`src/rtl/mul_pkg.sv`:
```
// Shared definitions for the pipelined multiply unit: op encodings, depth bounds, pipeline tag.
package mul_pkg;

  typedef enum logic [1:0] {
    MUL_OP_MUL    = 2'b00,
    MUL_OP_MULH   = 2'b01,
    MUL_OP_MULHU  = 2'b10,
    MUL_OP_MULHSU = 2'b11
  } mul_op_e;

  localparam int MUL_STAGES_MIN = 2;
  localparam int MUL_STAGES_MAX = 8;

  typedef struct packed {
    logic       valid;
    logic [4:0] regdest;
    logic       writereg;
  } mul_tag_t;

endpackage

```
`src/rtl/mul_core.sv`:
```
// Combinational 33x33 signed multiply with per-op operand extension and high/low select.
// Zero latency, no flow control; all pipelining lives in mul_unit.
module mul_core
  import mul_pkg::*;
(
  input  logic [1:0]  op,
  input  logic [31:0] a,
  input  logic [31:0] b,
  output logic [31:0] result
);

  logic        sext_a;
  logic        sext_b;
  logic signed [63:0] ext_a;
  logic signed [63:0] ext_b;
  logic signed [63:0] prod;

  assign sext_a = (op == MUL_OP_MULH) || (op == MUL_OP_MULHSU);
  assign sext_b = (op == MUL_OP_MULH);

  // The 33-bit operands are carried sign-extended to 64 bits; the low 64
  // product bits are identical to those of the true 33x33 signed product.
  assign ext_a = {{32{sext_a & a[31]}}, a};
  assign ext_b = {{32{sext_b & b[31]}}, b};
  assign prod  = ext_a * ext_b;

  assign result = (op == MUL_OP_MUL) ? prod[31:0] : prod[63:32];

endmodule

```
`src/rtl/mul_unit.sv`:
```
// Pipelined multiply unit: result on mul_wb_* STAGES cycles after issue accept.
// Backpressure: a result not granted by writeback freezes every stage and drops issue_ready.
module mul_unit
  import mul_pkg::*;
#(
  parameter int STAGES = 3
) (
  input  logic        clock,
  input  logic        reset,
  input  logic        flush,
  input  logic        issue_valid,
  output logic        issue_ready,
  input  logic [1:0]  issue_op,
  input  logic [31:0] issue_a,
  input  logic [31:0] issue_b,
  input  logic [4:0]  issue_regdest,
  input  logic        issue_writereg,
  input  logic        wb_grant,
  output logic        mul_wb_oper,
  output logic [4:0]  mul_wb_regdest,
  output logic        mul_wb_writereg,
  output logic [31:0] mul_wb_wbvalue,
  output logic        busy
);

  localparam int NP = STAGES - 1;

  if (STAGES < MUL_STAGES_MIN || STAGES > MUL_STAGES_MAX) begin : g_bad_stages
    $error("mul_unit: STAGES out of range");
  end

  logic [1:0]  s1_op;
  logic [31:0] s1_a;
  logic [31:0] s1_b;
  mul_tag_t    s1_tag;
  mul_tag_t    tag_q [NP];
  logic [31:0] res_q [NP];
  logic [31:0] core_res;
  mul_tag_t    out_tag;
  logic        stall;

  mul_core u_core (
    .op     (s1_op),
    .a      (s1_a),
    .b      (s1_b),
    .result (core_res)
  );

  assign out_tag     = tag_q[NP-1];
  assign stall       = out_tag.valid && !wb_grant;
  assign issue_ready = !stall && !flush;

  always_ff @(posedge clock) begin
    if (reset) begin
      s1_op  <= '0;
      s1_a   <= '0;
      s1_b   <= '0;
      s1_tag <= '0;
      for (int i = 0; i < NP; i++) begin
        tag_q[i] <= '0;
        res_q[i] <= '0;
      end
    end else if (flush) begin
      // Flush wins over stall: only valid bits need clearing.
      s1_tag.valid <= 1'b0;
      for (int i = 0; i < NP; i++) begin
        tag_q[i].valid <= 1'b0;
      end
    end else if (!stall) begin
      s1_op          <= issue_op;
      s1_a           <= issue_a;
      s1_b           <= issue_b;
      s1_tag.valid   <= issue_valid;
      s1_tag.regdest <= issue_regdest;
      s1_tag.writereg <= issue_writereg;
      tag_q[0] <= s1_tag;
      res_q[0] <= core_res;
      for (int i = 1; i < NP; i++) begin
        tag_q[i] <= tag_q[i-1];
        res_q[i] <= res_q[i-1];
      end
    end
  end

  always_comb begin
    busy = s1_tag.valid;
    for (int i = 0; i < NP; i++) begin
      busy = busy | tag_q[i].valid;
    end
  end

  assign mul_wb_oper     = out_tag.valid;
  assign mul_wb_regdest  = out_tag.valid ? out_tag.regdest : 5'd0;
  assign mul_wb_writereg = out_tag.valid && out_tag.writereg && (out_tag.regdest != 5'd0);
  assign mul_wb_wbvalue  = out_tag.valid ? res_q[NP-1] : 32'd0;

endmodule

```
`config.mk`:
```
export PLATFORM = sky130hd
export DESIGN_NAME = mul_unit
export DESIGN_NICKNAME = d
export VERILOG_FILES = /design/src/rtl/mul_pkg.sv /design/src/rtl/mul_core.sv /design/src/rtl/mul_unit.sv
export SDC_FILE = /design/constraint.sdc
export NUM_CORES = 2
export LEC_CHECK = 0
export BUFFER_PORTS_ARGS = -buffer_cell sky130_fd_sc_hd__buf_2
export CAP_MARGIN = 15
export CORE_UTILIZATION = 34
export DETAILED_ROUTE_END_ITERATION = 10
export MAX_ROUTING_LAYER = met4
export PLACE_DENSITY = 0.59
export SETUP_SLACK_MARGIN = 0.02
export SYNTH_ARGS = -nofsm -noshare
export SYNTH_HDL_FRONTEND = slang
export SYNTH_SLANG_ARGS = --single-unit
```
`constraint.sdc`:
```
create_clock -name clock -period 10.2 [get_ports clock]
set_input_delay 0.51 -clock clock [delete_from_list [all_inputs] [get_ports clock]]
set_output_delay 0.51 -clock clock [all_outputs]
set_load 0.02 [all_outputs]
```
Word-level counts from Yosys, hierarchy flattened

Memories as Yosys holds them, arrays and structs flattened.
Index checks and enable logic that the tools add are counted.
W data, S select, Z words.

Bits in writable memories: 78
Register bits: 73
Memories: 2
Word-level logic and storage cells: 57
Bits of input ports: 77
Output and inout port bits: 41

$mul: 1
Reductions and logical operators: 12
Equality and inequality tests: 2
Bitwise logic cells: 14
Muxes and demuxes: 20

Memory list:

| name  | words | width | rd ports | clocked after memory_dff | write ports | RTL line       | RTL |
|---|---|---|---|---|---|---|---|
| res_q | 2     | 32    | 2        | 0                        | 2           | mul_unit.sv:37 | `logic [31:0] res_q [NP];` |
| tag_q | 2     | 7     | 2        | 0                        | 2           | mul_unit.sv:36 | `mul_tag_t tag_q [NP];` |

Operators by type and width:

| operator             | count |
|---|---|
| $mux W32             | 4 |
| $mul A33 B33 Y64     | 1 |
| $mux W1              | 13 |
| $mux W6              | 2 |
| $or A1 B1 Y1         | 10 |
| $mux W5              | 1 |
| $reduce_bool A5 Y1   | 1 |
| $logic_and A1 B1 Y1  | 4 |
| $logic_not A1 Y1     | 3 |
| $and A1 B1 Y1        | 2 |
| $eq A2 B1 Y1 const B | 1 |
| $eq A2 B2 Y1 const B | 1 |
| $logic_not A2 Y1     | 1 |
| $not A1 Y1           | 2 |
| $reduce_and A2 Y1    | 1 |
| $reduce_or A2 Y1     | 1 |
| $logic_or A1 B1 Y1   | 1 |

Depth between registers and ports, before layout

Depth in word-level cells: 7
Depth in mapped cells: 32
Mapped depth without buffers: 28

Hierarchy

From an unflattened synthesis, not the netlist that was laid out.

Cell total of the unflattened synthesis: 4840
Area total of the unflattened synthesis: 44806.7 um2

By module, submodules not included:

| module   | instances | cells an instance | sequential area each (um2) | area an instance (um2) |
|---|---|---|---|---|
| mul_core | 1         | 4310              | 0.0                        | 38369.3 |
| mul_unit | 1         | 530               | 3803.6                     | 6437.4 |

Worst setup path before layout

OpenSTA, ideal clock, no wires.

Kind: register to register
Start: register s1_a[31]
End: memory res_q[0][27] (data pin)
Period minus slack after synthesis: 8.137 ns
Library setup time: 0.270 ns
Path buffers: 3
Data required time: 9.930 ns
Setup slack: 2.063 ns
Arrival: 7.867 ns
Stages on the path, launching flop included: 28
Cells stage by stage: dfxtp_1 -> clkbuf_1 -> and2_1 -> clkbuf_1 -> nand2_1 -> inv_1 -> fa_1 -> fa_1 -> fa_1 -> fa_1 -> inv_1 -> fa_1 -> fa_1 -> fa_1 -> fa_1 -> inv_1 -> ha_1 -> buf_4 -> and4_1 -> nand3_1 -> or4_1 -> or2_0 -> a2bb2oi_1 -> nand3_1 -> a41oi_1 -> xnor2_1 -> nand2_1 -> a21oi_1

RTL lines:

| element                  | RTL line       | RTL |
|---|---|---|
| start: declaration       | mul_unit.sv:33 | `logic [31:0] s1_a;` |
| start signal: assignment | mul_unit.sv:71 | `s1_a <= issue_a;` |
| end: declaration         | mul_unit.sv:37 |  |

==> results_dict.tcl <==
set metrics [dict create \
    setup-tns-final_ps 0 \
    final_min_period_over_clock_period_pct 87.8 \
    mappedNetlistNets 6268 \
    place_congestion 0.919 \
    synth.top_cells.by_area "fa_1 51%, inv_1 9.9%, nand2_1 8.3%" \
    track_usage_pct 19.9 \
    timing_worst_setup_path_type "register to register" \
    distinct_cell_type_count_after_synthesis 74 \
    cts_made_buffers 17 \
    cts_setup_buffers 0 \
    shortest_period_the_worst_path_allows_ps 8950 \
    async_reset_ff_share_pct 0 \
    hold_violations 0 \
    cts_resized 0 \
    floorplan.initialDensity_pct 34.4 \
    cts_tree "yes" \
    clkTransAtPathRegs_ps 80 \
    synth_area_leader_cell "fa_1" \
    synthesis.area_per_instance_um2 9.07 \
    drt_iter0_markers 2146 \
    fin_worst_skew_ps 19.0 \
    timing.critical_path.from_type "register" \
    ys_seq_elements 151 \
    core.rowCount 131 \
    ctsHtreeMaxLevel 4 \
    cts_num_sinks 151 \
    dr.pass1.iters 6 \
    required_ps 10440 \
    critical_path_arrival_ps 9190 \
    cap_viol_max_count 0 \
    syn_area_mm2 0.0440 \
    insertion_delay_ps 510 \
    worst-path-max-fanout 12 \
    cts_hold_buffers 0 \
    setup-violations-final 0 \
    drv_slew 0 \
    drc 0 \
    dieHeight_um 362 \
    yosysWarningCount 0 \
    yosysSeqAreaShare_pct 8.64 \
    fp.dieW_um 362 \
    via_count 31500 \
    synth_top_area_share_pct 51.2 \
    ir_drop_mv 0.0865 \
    max-slew-margin-rel_pct 25.6 \
    max_clk_rate_mhz 112 \
    grt_pass1_wl_mm 195 \
    outcome "completed" \
    max_incr_delay_on_cp_ps 850 \
    wire_per_inst_um 18.5 \
    min_path_type "input pin to register" \
    cpMaxStageDelayCell "fa_1" \
    critical_path.most_common_cell "fa_1" \
    power_density_mw_per_mm2 75.6 \
    grt_setup_unrepaired "false" \
    grt_max_degree 74 \
    vias_in_the_first_global_route 34100 \
    placed_cell_area_mm2 0.0462 \
    critical_path_cell_sequence "and2_1 > nand2_1 > inv_1 > fa_1 > fa_1 > fa_1 > fa_1 > inv_1 > fa_1 > fa_1 > fa_1 > fa_1 > inv_1 > ha_1 > and4_1 > nand3_1 > or2_2 > nor4_1 > o211ai_1 > nand3_1 > a211oi_1 > a21oi_1 > xnor2_1 > o22ai_1" \
    io_pins 118 \
    cts.root.buffer_cell "clkbuf_16" \
    timing_worst_slew_pin_value_ps 1110 \
    setup.reg_to_reg.worst_slack_ps 1250 \
    core_footprint_mm2 0.128 \
    finalNetCount 6189 \
    synth_enable_flop_cells 78 \
    die-area_mm2 0.131 \
    grt_remaining_overflow 0 \
    final_layout_size_suffix_gt1_share_pct 5.51 \
    hpwlAfterDp_mm 100 \
    cts_max_path_buffers 2 \
    antenna_found_initial 4 \
    finalInstanceArea_mm2 0.0468 \
    static-leakage-power_nw 21.7 \
    postSynthCellCount 4854 \
    ant_nets 0 \
    drt-total-wl_mm 120 \
    synth_top_flop_cell "edfxtp_1" \
    worst_setup_path_end_kind "register" \
    drt-vias-per-instance 4.83 \
    placement.io_buffers 117 \
    area_growth_syn_to_layout_pct 6.39 \
]
synth_stat cells (8+ instances only):
cell / count
or2_2: 12
inv_1: 1155
nor3_1: 17
nand2b_1: 10
and3_1: 20
buf_2: 8
or3_1: 8
edfxtp_1: 78
nor2_1: 77
a211oi_1: 14
xnor2_1: 57
nand3_1: 13
a21oi_1: 152
nand4_1: 17
fa_1: 1125
clkbuf_1: 276
a21o_1: 27
dfxtp_1: 73
and2_1: 355
nand2_1: 978
ha_1: 212
o21ai_0: 38
xor2_1: 17
final timing paths:
path,startpoint,end,cells after the start
max,s1_op[0],res_q[0][28],24
min,issue_valid,s1_tag[6],3
max reg2reg,s1_op[0],res_q[0][28],24
min reg2reg,s1_tag[1],s1_tag[1],2
cell usage in the layout, fill, tap and decap left out, drive strengths merged, types with 8 or more instances in the layout:
cell and count:
nand2b 10, nor2 77, edfxtp 78, or2 13
inv 1163, nand2 978, and2 356, nand4 17
fa 1125, a21oi 154, xor2 17, nand3 14
clkbuf 17, a211oi 15, or3 8, o22ai 8
ha 212, nor3 17, and3 21, xnor2 57
a21o 29, buf 197, dfxtp 73, o21ai 43
registers in the layout, summed over array words and instances, names as in the netlist:
name / flops
res_q: 64
s1_a: 32
s1_b: 32
tag_q: 14
s1_tag: 7
s1_op: 2
through the flow:
step / hold WS, ps / std cells / util [%] / worst slack, ps / total power, W
after global routing: 224 / 6518 / 36.6 / 671 / 0.00382
after floorplan: 432 / 4854 / - / 2060 / 0.00217
after CTS: 179 / 6517 / 36.6 / 1210 / 0.00358
after global placement: 441 / 6485 / 36.1 / 1410 / 0.00284
after detailed placement: 443 / 6485 / 36.1 / 1250 / 0.00284
final: 214 / 6518 / 36.6 / 1250 / 0.00354
layer usage:
metal	routed length (um)	part of all wire, %	up-vias	track usage (%)
li1	-	-	13800	-
met1	49800	41	16500	25.5
met2	61300	51	928	33.7
met3	5710	4.7	187	1.44
met4	3460	2.9	0	5.95
met5	0	0	-	-
worst max-delay path, delay by kind of cell, from the launching register on:
kind | cells | cell delay, ps
adders and majority gates | 9 | 5000
and+or+nand+nor | 7 | 2000
buffers and inverters | 3 | 610
AOI/OAI and AO/OA | 4 | 600
DFF | 1 | 330
xor gates and xnor gates | 1 | 140
kinds of logic after synthesis:
logic type,after synthesis,share of synthesized area [%]
AO/OA/AOI/OAI,308,4.31
buffers and inverters,1450,12.6
flip-flops,151,8.64
adder cells (fa/ha/maj),1337,57.2
XOR/XNOR,74,1.47
AND/OR/NAND/NOR,1533,15.8
multiplexers,1,0.0227
where the power goes:
part	total (W)	switching (W)	internal [W]
Combinational	0.00207	0.00134	0.000738
Sequential	0.000759	0.0000666	0.000693
Clock	0.000708	0.000367	0.000341
cell type report:
| type | instances | area [um2] |
|---|---|---|
| Inverter | 1155 | 4340 |
| Fill cell | 13000 | 81200 |
| Timing Repair Buffer | 197 | 1190 |
| Sequential cell | 151 | 3810 |
| Clock inverter | 15 | 211 |
| Tap cell | 1729 | 2160 |
| Clock buffer | 17 | 425 |
| Multi-Input combinational cell | 3253 | 34700 |
| Antenna cell | 1 | 2.50 |
Power figures use the tool's default switching activity.
